[src/rtl/tqvp_uart_rx.sv]
// 8N1 UART receiver with a runtime baud divider, mid-bit sampling and a
// one-entry receive buffer carrying valid, overrun and framing-error flags.
module tqvp_uart_rx #(
    parameter int COUNT_REG_LEN = 13,
    parameter int PAYLOAD_BITS  = 8
) (
    input  logic                     clk,
    input  logic                     rst,
    input  logic                     uart_rxd,
    input  logic [COUNT_REG_LEN-1:0] baud_divider,
    input  logic                     rx_read,
    input  logic                     err_clear,
    output logic [PAYLOAD_BITS-1:0]  rx_data,
    output logic                     rx_valid,
    output logic                     rx_busy,
    output logic                     overrun,
    output logic                     frame_err,
    output logic                     rx_irq
);

    localparam int BIT_W = (PAYLOAD_BITS > 1) ? $clog2(PAYLOAD_BITS) : 1;
    localparam logic [BIT_W-1:0]         LAST_BIT = BIT_W'(PAYLOAD_BITS - 1);
    localparam logic [COUNT_REG_LEN-1:0] CNT_ONE  = COUNT_REG_LEN'(1);

    typedef enum logic [2:0] {
        S_IDLE,
        S_START,
        S_DATA,
        S_STOP,
        S_BREAK
    } state_t;

    state_t                   r_state, w_state_nxt;
    logic                     r_rxd_meta, r_rxd_s;
    logic [COUNT_REG_LEN-1:0] r_cnt, w_cnt_nxt, w_target;
    logic [BIT_W-1:0]         r_bit_idx, w_bit_idx_nxt;
    logic [PAYLOAD_BITS-1:0]  r_shift, w_shift_nxt;
    logic [PAYLOAD_BITS-1:0]  r_data;
    logic                     r_valid, r_overrun, r_frame_err;
    logic                     w_hit, w_deliver, w_stop_bad, w_accept, w_ovr_set;

    // Both synchroniser flops reset high so reset never looks like a start edge.
    always_ff @(posedge clk) begin
        if (rst) begin
            r_rxd_meta <= 1'b1;
            r_rxd_s    <= 1'b1;
        end else begin
            r_rxd_meta <= uart_rxd;
            r_rxd_s    <= r_rxd_meta;
        end
    end

    // START waits half a bit to land in the middle of the start bit; every
    // later sample is a full bit period after the previous one.
    always_comb begin
        if (r_state == S_START) w_target = baud_divider >> 1;
        else                    w_target = baud_divider - CNT_ONE;
    end

    assign w_hit = (r_cnt == w_target);

    always_ff @(posedge clk) begin
        if (rst) begin
            r_state   <= S_IDLE;
            r_cnt     <= '0;
            r_bit_idx <= '0;
            r_shift   <= '0;
        end else begin
            r_state   <= w_state_nxt;
            r_cnt     <= w_cnt_nxt;
            r_bit_idx <= w_bit_idx_nxt;
            r_shift   <= w_shift_nxt;
        end
    end

    always_comb begin
        w_state_nxt   = r_state;
        w_cnt_nxt     = r_cnt;
        w_bit_idx_nxt = r_bit_idx;
        w_shift_nxt   = r_shift;
        w_deliver     = 1'b0;
        w_stop_bad    = 1'b0;
        case (r_state)
            S_IDLE: begin
                w_cnt_nxt     = '0;
                w_bit_idx_nxt = '0;
                if (!r_rxd_s) w_state_nxt = S_START;
            end
            S_START: begin
                if (w_hit) begin
                    w_cnt_nxt     = '0;
                    w_bit_idx_nxt = '0;
                    w_state_nxt   = r_rxd_s ? S_IDLE : S_DATA;
                end else begin
                    w_cnt_nxt = r_cnt + CNT_ONE;
                end
            end
            S_DATA: begin
                if (w_hit) begin
                    w_cnt_nxt   = '0;
                    w_shift_nxt = {r_rxd_s, r_shift[PAYLOAD_BITS-1:1]};
                    if (r_bit_idx == LAST_BIT) w_state_nxt = S_STOP;
                    else                       w_bit_idx_nxt = r_bit_idx + 1'b1;
                end else begin
                    w_cnt_nxt = r_cnt + CNT_ONE;
                end
            end
            S_STOP: begin
                if (w_hit) begin
                    w_cnt_nxt = '0;
                    w_deliver = 1'b1;
                    if (r_rxd_s) begin
                        w_state_nxt = S_IDLE;
                    end else begin
                        w_stop_bad  = 1'b1;
                        w_state_nxt = S_BREAK;
                    end
                end else begin
                    w_cnt_nxt = r_cnt + CNT_ONE;
                end
            end
            S_BREAK: begin
                // A line held low must go high again before a new frame counts.
                w_cnt_nxt = '0;
                if (r_rxd_s) w_state_nxt = S_IDLE;
            end
            default: begin
                w_state_nxt = S_IDLE;
                w_cnt_nxt   = '0;
            end
        endcase
    end

    // A read in the delivery cycle frees the slot for the incoming byte.
    assign w_accept  = w_deliver & (~r_valid | rx_read);
    assign w_ovr_set = w_deliver & r_valid & ~rx_read;

    always_ff @(posedge clk) begin
        if (rst) begin
            r_data      <= '0;
            r_valid     <= 1'b0;
            r_overrun   <= 1'b0;
            r_frame_err <= 1'b0;
        end else begin
            if (w_accept) begin
                r_data  <= r_shift;
                r_valid <= 1'b1;
            end else if (rx_read) begin
                r_valid <= 1'b0;
            end
            r_overrun   <= (r_overrun   & ~err_clear) | w_ovr_set;
            r_frame_err <= (r_frame_err & ~err_clear) | w_stop_bad;
        end
    end

    assign rx_data   = r_data;
    assign rx_valid  = r_valid;
    assign rx_busy   = (r_state != S_IDLE);
    assign overrun   = r_overrun;
    assign frame_err = r_frame_err;
    assign rx_irq    = r_valid | r_overrun | r_frame_err;

endmodule
[config.mk]
export PLATFORM = sky130hd
export DESIGN_NAME = tqvp_uart_rx
export DESIGN_NICKNAME = d
export VERILOG_FILES = /design/src/rtl/tqvp_uart_rx.sv
export SDC_FILE = /design/constraint.sdc
export NUM_CORES = 1
export LEC_CHECK = 0
export CELL_PAD_IN_SITES_DETAIL_PLACEMENT = 0
export CELL_PAD_IN_SITES_GLOBAL_PLACEMENT = 1
export CORE_MARGIN = 10
export CORE_UTILIZATION = 40
export DETAILED_ROUTE_END_ITERATION = 16
export GPL_TIMING_DRIVEN = 0
export PLACE_DENSITY = 0.78
export SETUP_SLACK_MARGIN = 0.1
export SYNTH_ARGS = -nofsm -noshare
export SYNTH_HDL_FRONTEND = slang
export SYNTH_SLANG_ARGS = --single-unit
[constraint.sdc]
create_clock -name clk -period 5.85 [get_ports clk]
set_input_delay 1.17 -clock clk [delete_from_list [all_inputs] [get_ports clk]]
set_output_delay 1.17 -clock clk [all_outputs]
set_load 0.03 [all_outputs]
==> metrics, run 1 <==
total inserted antenna cells 0; HPWL Detailed 4673 µm; Syn Area/Cell 8.468 µm²; top_reg_cell synth sky130_fd_sc_hd__dfxtp_1; synthesized cell area 0.002591 mm²; die span in y 100.5 µm; global-route total usage across every layer about an eighth; setup repair after global routing missed its margin false; EDFF count, synth 0; first-pass GRT wire length between 10000 and 15000 µm; worst setup path category input pin to register; router iterations before antenna repair 5; sort of element at the start of the critical path input pin; cell area reported after detailed placement ~0.0029 mm²; Ports 31; HP Class register to register; core area 0.006314 mm²; Static Leakage between 1 and 1.5 nW; CP max FO 8; Max-Cap Viols 0; number of clock buffers inserted by TritonCTS 5; number of pins with negative max-slew slack in the final report 0; hold path start r_rxd_meta$_SDFF_PP1_; most common cell in the synthesized netlist sky130_fd_sc_hd__dfxtp_1; WL per Instance 15.00 µm; clock input transition at the sequential cells of the worst setup and hold paths 0.09 ns; result of the run finished clean; clock tree from TritonCTS done; time the final worst path needs with I/O delays and setup between 4 and 5 ns; Layout area overhead 17.82%; synthesized flop and latch total 40; core occupancy in the finished layout 48.36%; pin count of the biggest net entering global routing 15; launch point of the worst reg-to-reg path r_state[2]$_SDFFE_PP0P_; post-CTS resize count 0; area of the die 0.01010 mm²; summed area of non-filler cells in the final layout 0.003053 mm²; transition time of the tightest slew-check pin approximately 0.74 ns; overall overflow remaining after global route 0; Post-Route Setup TNS 0 ns; number of failing hold endpoints at the final stage 0; post-synth net total about 330; initial core utilization 41.04%; total power divided by cell area 190.6 mW/mm²; largest cells by area after synthesis sky130_fd_sc_hd__dfxtp_1 (31%), sky130_fd_sc_hd__mux2i_1 (7.0%), sky130_fd_sc_hd__nand2b_1 (5.6%); share of synthesized area occupied by flip-flops and latches 30.90%; post-layout worst setup margin 1.524 ns; via/cell ratio about 5.5; vias in the first global route 2260; DRC 0; relative slew slack 50.37%; worst setup path startpoint baud_divider[1]; worst-case vdd ir drop approximately 0.12 mV; DRT antenna net count 0; total number of vias 2269; Yosys Warn Count 0; ratio of cells with drive above 1 in the final layout 9.440%; CTS max path bufs 2; Required @ worst endpoint between 6 and 7 ns; post-CTS setup buffer count 0; CP Capture Type register; Final Cycle Share 73.95%; DIE WIDTH between 100 and 150 µm; standard-cell row count 29; Starting DRT DRC Count 145; Clock Root Buffer sky130_fd_sc_hd__clkbuf_8; clk_skew 0.006884 ns; wirelength, routed 6239 µm; largest area contributor in the synthesized netlist sky130_fd_sc_hd__dfxtp_1; final estimated routing congestion in global placement around 0.91; quantity of hold-fixing buffers added after cts 0; gate count of the mapped netlist 306; # H-tree levels 2; Unique masters post-synth 60; Setup WS pre-CTS 1.213 ns; Port Buffers 25; Fmax 231.2 MHz; top-area cell type share of the netlist area 30.90%; Net count, final between 300 and 400; data arrival time of the critical path ~4.6 ns; Clk Latency, worst-skew pair 0.29 ns; CTS sink count 40; count of final setup violators 0; ranking of synthesized cells by instance count sky130_fd_sc_hd__dfxtp_1 (40), sky130_fd_sc_hd__nor2_1 (28), sky130_fd_sc_hd__nand2b_1 (23); antenna violations before repair 0; async set-reset flop share out of synthesis 0%
cells by family after synthesis:
kind of cell / synth area share [%]
AOI/OAI and AO/OA: 14.58
xor gates and xnor gates: 8.112
adders and majority gates: 1.932
buffers and inverters: 5.022
DFF: 30.90
muxes: 7.388
and+or+nand+nor: 32.06
layout make-up:
cell class / count / area [µm²]
clock buffers: 5 / 68.82
multi-input cells: 236 / 1660
repair buffers: 25 / 250.2
clock inverters: 3 / 46.29
plain buffers: 22 / 100.1
flip-flops and latches: 40 / 800.8
inverters: 8 / 30.03
well taps: 77 / 96.34
fillers: 643 / 3261
report_power, final:
group	leakage, nW	switching [mW]	internal [mW]
Combinational	0.699	0.0413	0.0325
Clock	0.0548	0.105	0.129
Sequential	0.323	0.000854	0.273
worst max-delay path: stages:
cell and delay [ns]:
sky130_fd_sc_hd__clkdlybuf4s50_1 0.47, sky130_fd_sc_hd__inv_1 0.10, sky130_fd_sc_hd__ha_1 0.28, sky130_fd_sc_hd__nor4b_2 0.36, sky130_fd_sc_hd__nand2_1 0.18, sky130_fd_sc_hd__mux2i_1 0.17, sky130_fd_sc_hd__a221o_1 0.32, sky130_fd_sc_hd__a2111oi_2 0.37
sky130_fd_sc_hd__nand4_4 0.26, sky130_fd_sc_hd__nor4_4 0.61, sky130_fd_sc_hd__mux2i_1 0.26
per-layer routing:
layer / vias to the layer above / global-route usage (%) / share of wire, %
met2: 47 / 20.23 / 46
met4: 0 / 3.913 / 1.0
met1: 1061 / 15.65 / 48
li1: 1154 / - / -
met5: - / 0 / 0
met3: 7 / 3.635 / 5.1
path summary, 6_finish.rpt:
path | slack [ns] | to | cells past startpoint
max | 1.52 | rx_data[4]$_SDFFE_PP0P_ | 11
min | 0.42 | r_rxd_s$_SDFF_PP1_ | 1
max reg2reg | 2.43 | rx_data[4]$_SDFFE_PP0P_ | 11
min reg2reg | 0.42 | r_rxd_s$_SDFF_PP1_ | 1
state kept, by name (all words and copies together), names as in the netlist, 3 cells and up:
register   flops
r_cnt         13
r_shift        8
rx_data        8
r_bit_idx      3
r_state        3
layout by cell type (no fill, tap or decap), drive strengths merged, types with 3 or more instances in the layout:
cell,n
nor3b,6
inv,9
or2,4
o21ai,10
or3,6
or4,4
ha,4
xor2,15
o31ai,3
nand2b,23
xnor2,9
nor4,5
and3,9
clkdlybuf4s50,25
dfxtp,40
nor3,11
a21oi,7
nor2,28
buf,9
nor2b,5
mux2i,18
nand2,17
clkbuf,18
nand3,9
nand4,5
stage by stage:
| step | hold WS, ns | instances | total power [mW] |
|---|---|---|---|
| 6_report | 0.4166 | 416 | 0.5818 |
| 4_1_cts | 0.4216 | 416 | 0.5901 |
| 3_3_place_gp | 0.3950 | 408 | 0.3539 |
| 5_1_grt | 0.4346 | 416 | 0.6090 |
| 2_1_floorplan | 0.3895 | 306 | 0.3299 |
| 3_5_place_dp | 0.3996 | 408 | 0.3539 |
No activity file was read; power rests on OpenSTA's default activity.
==> run 2, diff against run 1 <==
--- a/config.mk
+++ b/config.mk
@@ -8,7 +8,7 @@
 export CELL_PAD_IN_SITES_DETAIL_PLACEMENT = 0
 export CELL_PAD_IN_SITES_GLOBAL_PLACEMENT = 1
 export CORE_MARGIN = 10
-export CORE_UTILIZATION = 40
+export CORE_UTILIZATION = 38
 export DETAILED_ROUTE_END_ITERATION = 16
 export GPL_TIMING_DRIVEN = 0
 export PLACE_DENSITY = 0.78
==> constraint.sdc (replaced) <==
create_clock -name clk -period 3.8 [get_ports clk]
set_input_delay 0.76 -clock clk [delete_from_list [all_inputs] [get_ports clk]]
set_output_delay 0.76 -clock clk [all_outputs]
set_load 0.03 [all_outputs]
==> run 2 against run 1 <==
Compared with the run above:
- count of clock-buffer cells in the layout grew 1
- clock power grew 26%
- core utilization shrank 1.6 points
- first-iteration DRC count grew 12%
- critical path type unchanged
- largest cell class unchanged
==> metrics, run 2 (same netlist as run 1, synthesis figures left out) <==
setup repair after global routing missed its margin false; CP max FO 10; area used by multi-input combinational logic 0.001710 mm²; first-pass GRT wire length ~10000 µm; worst setup path category input pin to register; count of final setup violators 0; register name with the most flops r_cnt; Final Cycle Share 93.37%; Fill cells 649; number of pins with negative max-slew slack in the final report 0; DIE WIDTH 102.6 µm; Cell Chain, Critical Path clkdlybuf4s50_1 -> inv_1 -> ha_2 -> nor4b_1 -> a221o_1 -> o311a_1 -> a2111oi_4 -> nand4_4 -> buf_6 -> a211o_1 -> a21o_1; wirelength, routed 6228 µm; Static Leakage 1.112 nW; final estimated routing congestion in global placement between 0.8 and 0.9; Clk Latency, worst-skew pair 0.29 ns; commonest cells after routing, fill and taps aside sky130_fd_sc_hd__dfxtp_1 (40), sky130_fd_sc_hd__nor2_1 (28), sky130_fd_sc_hd__clkdlybuf4s50_1 (24), sky130_fd_sc_hd__nand2b_1 (22), sky130_fd_sc_hd__mux2i_1 (18); Ports 31; most common library cell in the layout ignoring fill and taps sky130_fd_sc_hd__dfxtp_1; time the final worst path needs with I/O delays and setup 3.548 ns; Starting DRT DRC Count 162; Required @ worst endpoint 3.99 ns; count of placed standard cells in the final layout, fillers left out 421; via/cell ratio 5.430; transition time of the tightest slew-check pin 0.6581 ns; HPWL Detailed 4721 µm; sort of element at the start of the critical path input pin; WL per Instance 14.79 µm; result of the run finished clean; number of clock buffers inserted by TritonCTS 5; overall overflow remaining after global route 0; total inserted antenna cells 0; pin count of the biggest net entering global routing 14; CTS max path bufs 2; antenna violations before repair 0; post-layout worst setup margin 0.2520 ns; Net count, final between 300 and 400; DRT antenna net count 0; global-route total usage across every layer 12.21%; GR Layer Usage met1 16.30%; core occupancy in the finished layout 46.76%; met3 track demand over resource slightly below 3%; final worst hold slack just over 0.4 ns; met2 Track Usage GR 18.84%; data arrival time of the critical path 3.74 ns; standard-cell row count 30; clock tree from TritonCTS done; relative slew slack a little under three fifths; Fmax 281.8 MHz; CTS sink count 40; Clock Root Buffer sky130_fd_sc_hd__clkbuf_8; post-placement cell count 411; # H-tree levels 2; worst-case vdd ir drop 0.1522 mV; clock input transition at the sequential cells of the worst setup and hold paths 0.08 ns; sequential cell area 800.8 µm²; area of the die ~0.011 mm²; peak-usage layer in the global routing report met2; clk_skew 0.007068 ns; CP Capture Type register; vias in the first global route 2147; DRC 0; router iterations before antenna repair 4; die span in y 102.6 µm; Layout area overhead 21.25%; Setup WS pre-CTS -0.4298 ns; Power Total 837.8 µW; largest stage delay on the critical path 0.53 ns; total power divided by cell area 266.7 mW/mm²; max FFs per register 13; core area 0.006719 mm²; slowest cell on the critical path sky130_fd_sc_hd__clkdlybuf4s50_1; Port Buffers 25; initial core utilization around two fifths; HP Class register to register; number of failing hold endpoints at the final stage 0; total number of vias 2286; Max-Cap Viols 0; ratio of cells with drive above 1 in the final layout 12.02%
run 2: layout make-up:
type	instances	area share (%)
inverters	8	0.9558
clock buffers	6	2.628
clock inverters	2	0.4779
repair buffers	27	9.319
flip-flops and latches	40	25.49
plain buffers	22	3.505
well taps	80	3.186
multi-input cells	236	54.44
run 2: report_power, final:
group	total [mW]	switching, mW	internal (mW)
Clock	0.295	0.148	0.147
Sequential	0.422	0.00142	0.421
Combinational	0.121	0.0678	0.0531
run 2: worst max-delay path, delay by kind of cell:
kind / cells / cell delay [ns]
AO/OA/AOI/OAI: 5 / 1.54
adder cells (fa/ha/maj): 1 / 0.24
buffers and inverters: 3 / 0.82
AND/OR/NAND/NOR: 2 / 0.39
run 2: routing by layer:
| metal | wire length, µm | vias up |
|---|---|---|
| met1 | 2956 | 1074 |
| met3 | 298 | 12 |
| met5 | 0 | - |
| met2 | 2889 | 42 |
| met4 | 83 | 0 |
| li1 | - | 1158 |
run 2: path summary, 6_finish.rpt:
kind,cells after the start,end,start,slack [ns]
worst max-delay path,11,r_bit_idx[2]$_SDFFE_PP0P_,baud_divider[0],0.25
worst min-delay path,1,r_rxd_s$_SDFF_PP1_,r_rxd_meta$_SDFF_PP1_,0.42
worst max register to register,12,r_bit_idx[2]$_SDFFE_PP0P_,r_state[2]$_SDFFE_PP0P_,0.58
worst min register to register,1,r_rxd_s$_SDFF_PP1_,r_rxd_meta$_SDFF_PP1_,0.42
run 2: stage by stage:
stage	setup TNS (ns)	cell area (µm²)
after global placement	-10.78	2942
final	0	3142
after detailed placement	-11.18	2942
after global routing	0	3142
after floorplan	0	2591
after CTS	0	3087
run 2: repair_timing:
action | in CTS | in global routing
setup buffers | 1 | 1
gates resized for setup | 4 | 11
hold buffers | 0 | 0
cloned | 0 | 0
pin swaps | 1 | 3
setup endpoints to repair | 31 | 31
==> run 3, diff against run 2 <==
--- a/config.mk
+++ b/config.mk
@@ -8,7 +8,7 @@
 export CELL_PAD_IN_SITES_DETAIL_PLACEMENT = 0
 export CELL_PAD_IN_SITES_GLOBAL_PLACEMENT = 1
 export CORE_MARGIN = 10
-export CORE_UTILIZATION = 38
+export CORE_UTILIZATION = 40
 export DETAILED_ROUTE_END_ITERATION = 16
 export GPL_TIMING_DRIVEN = 0
 export PLACE_DENSITY = 0.78
==> constraint.sdc (replaced) <==
create_clock -name clk -period 3.39 [get_ports clk]
set_input_delay 0.678 -clock clk [delete_from_list [all_inputs] [get_ports clk]]
set_output_delay 0.678 -clock clk [all_outputs]
set_load 0.03 [all_outputs]
==> run 3 against run 2 <==
Compared with the run above:
- sequential cell count stayed put
- total power increased by 21%
- worst setup slack lost 0.0078 ns
- clock skew fell by 0.0018 ns
- count of clock-buffer cells in the layout is 1 lower
- non-clock buffer count grew 3
- routed wire length grew 0.66%
- via count rose by 0.13%
- core utilization up 4.2 points
- final cell count did not move
- register-to-register slack worse by 0.25 ns
- die area is 4.0% lower
==> metrics, run 3 (same netlist as run 1, synthesis figures left out) <==
number of cells on the worst hold path 1; worst-case vdd ir drop ~0.22 mV; antenna violations before repair 0; number of failing hold endpoints at the final stage 0; Clock Root Buffer sky130_fd_sc_hd__clkbuf_8; HP Class register to register; DIE WIDTH between 100 and 150 µm; via/cell ratio 5.437; sort of element at the start of the critical path input pin; initial core utilization 41.04%; wirelength, routed 6269 µm; Fmax 317.9 MHz; time the final worst path needs with I/O delays and setup 3.146 ns; CP max FO 5; worst setup path category input pin to register; Static Leakage 1.163 nW; WL per Instance approximately 15 µm; first-pass GRT wire length between 10000 and 15000 µm; most common library cell in the layout ignoring fill and taps sky130_fd_sc_hd__dfxtp_1; CTS max path bufs 2; # H-tree levels 2; Net count, final 365; overall overflow remaining after global route 0; global-route total usage across every layer 12.58%; number of clock buffers inserted by TritonCTS 5; final worst hold slack between 0.4 and 0.5 ns; total power divided by cell area 314.7 mW/mm²; number of pins with negative max-slew slack in the final report 0; summed area of non-filler cells in the final layout roughly 0.0032 mm²; core area 0.006314 mm²; CTS sink count 40; CP Capture Type register; max FFs per register 13; area of the die just over 0.01 mm²; total inserted antenna cells 0; cell area reported after detailed placement 0.002938 mm²; quantity of hold-fixing buffers added after cts 0; register name with the most flops r_cnt; Starting DRT DRC Count 122; clock input transition at the sequential cells of the worst setup and hold paths approximately 0.08 ns; setup repair after global routing missed its margin false; total number of vias 2289; clk_skew 0.005237 ns; standard-cell row count 29; Ports 31; data arrival time of the critical path 3.37 ns; clock tree from TritonCTS done; Max-Cap Viols 0; Required @ worst endpoint around 3.6 ns; Final Cycle Share 92.80%; Setup WS pre-CTS -0.7546 ns; number of cells on the worst reg-to-reg path 12; result of the run finished clean; final estimated routing congestion in global placement 0.9131; post-layout worst setup margin 0.2442 ns; relative slew slack 56.64%; Layout area overhead 24.24%; transition time of the tightest slew-check pin 0.6422 ns; vias in the first global route 2277; count of final setup violators 0; HPWL Detailed 4673 µm; die span in y 100.5 µm; DRC 0; commonest cells after routing, fill and taps aside sky130_fd_sc_hd__dfxtp_1 (40), sky130_fd_sc_hd__nor2_1 (28), sky130_fd_sc_hd__nand2b_1 (22), sky130_fd_sc_hd__mux2i_1 (18), sky130_fd_sc_hd__clkdlybuf4s50_1 (18); DRT antenna net count 0; Port Buffers 25; pin count of the biggest net entering global routing 15; router iterations before antenna repair 4; ratio of cells with drive above 1 in the final layout between 15 and 20%; Clk Latency, worst-skew pair 0.29 ns
[run 3: timing repair]
action,4_1_cts,5_1_grt
resized for setup,28,5
hold endpoints to repair,0,0
buffers inserted,4,1
pin swaps,7,4
endpoints found under the setup margin,38,34
[run 3: path summary, 6_finish.rpt]
path | startpoint | endpoint | slack (ns)
hold / removal | r_rxd_meta$_SDFF_PP1_ | r_rxd_s$_SDFF_PP1_ | 0.42
setup / recovery | baud_divider[1] | r_shift[2]$_SDFFE_PP0P_ | 0.24
setup reg to reg | r_state[2]$_SDFFE_PP0P_ | r_shift[2]$_SDFFE_PP0P_ | 0.33
hold reg to reg | r_rxd_meta$_SDFF_PP1_ | r_rxd_s$_SDFF_PP1_ | 0.42
[run 3: critical path, stage by stage]
cell                            delay, ns
sky130_fd_sc_hd__dlygate4sd2_1       0.28
sky130_fd_sc_hd__inv_2               0.07
sky130_fd_sc_hd__ha_4                0.19
sky130_fd_sc_hd__nor4b_1             0.14
sky130_fd_sc_hd__a221o_1             0.38
sky130_fd_sc_hd__o311a_1             0.38
sky130_fd_sc_hd__a2111oi_4           0.36
sky130_fd_sc_hd__nand4_4             0.16
sky130_fd_sc_hd__buf_12              0.17
sky130_fd_sc_hd__nor3_4              0.18
sky130_fd_sc_hd__buf_4               0.17
sky130_fd_sc_hd__mux2i_1             0.19
[run 3: area by class of cell]
cell class                 count  area (µm²)
fill                         633        3094
multi-input combinational    236        1755
sequential                    40       800.8
timing repair buffer          30       305.3
buffer                        22       116.4
tap                           77       96.34
clock buffer                   5       68.82
clock inverter                 3       46.29
inverter                       8       30.03
[run 3: stage by stage]
step	std cells	total power, mW	utilization, %	setup TNS [ns]
2_1_floorplan	306	0.5693	-	0
3_3_place_gp	408	0.6107	46.53	-24.96
3_5_place_dp	408	0.6106	46.53	-23.53
4_1_cts	420	1.027	50.34	0
5_1_grt	421	1.060	50.99	0
6_report	421	1.013	50.99	0
[run 3: layer usage]
layer | routed length (µm) | vias to the layer above | track usage, % | share of wire (%)
li1 | - | 1164 | - | -
met1 | 2947 | 1069 | 15.69 | 47
met2 | 2927 | 52 | 20.47 | 47
met3 | 348 | 4 | 3.635 | 5.6
met4 | 46 | 0 | 3.696 | 0.73
met5 | 0 | - | 0 | 0
[run 3: power breakdown]
group / internal, mW / switching (mW)
sequential: 0.471 / 0.00143
clock: 0.222 / 0.181
combinational: 0.0602 / 0.0775
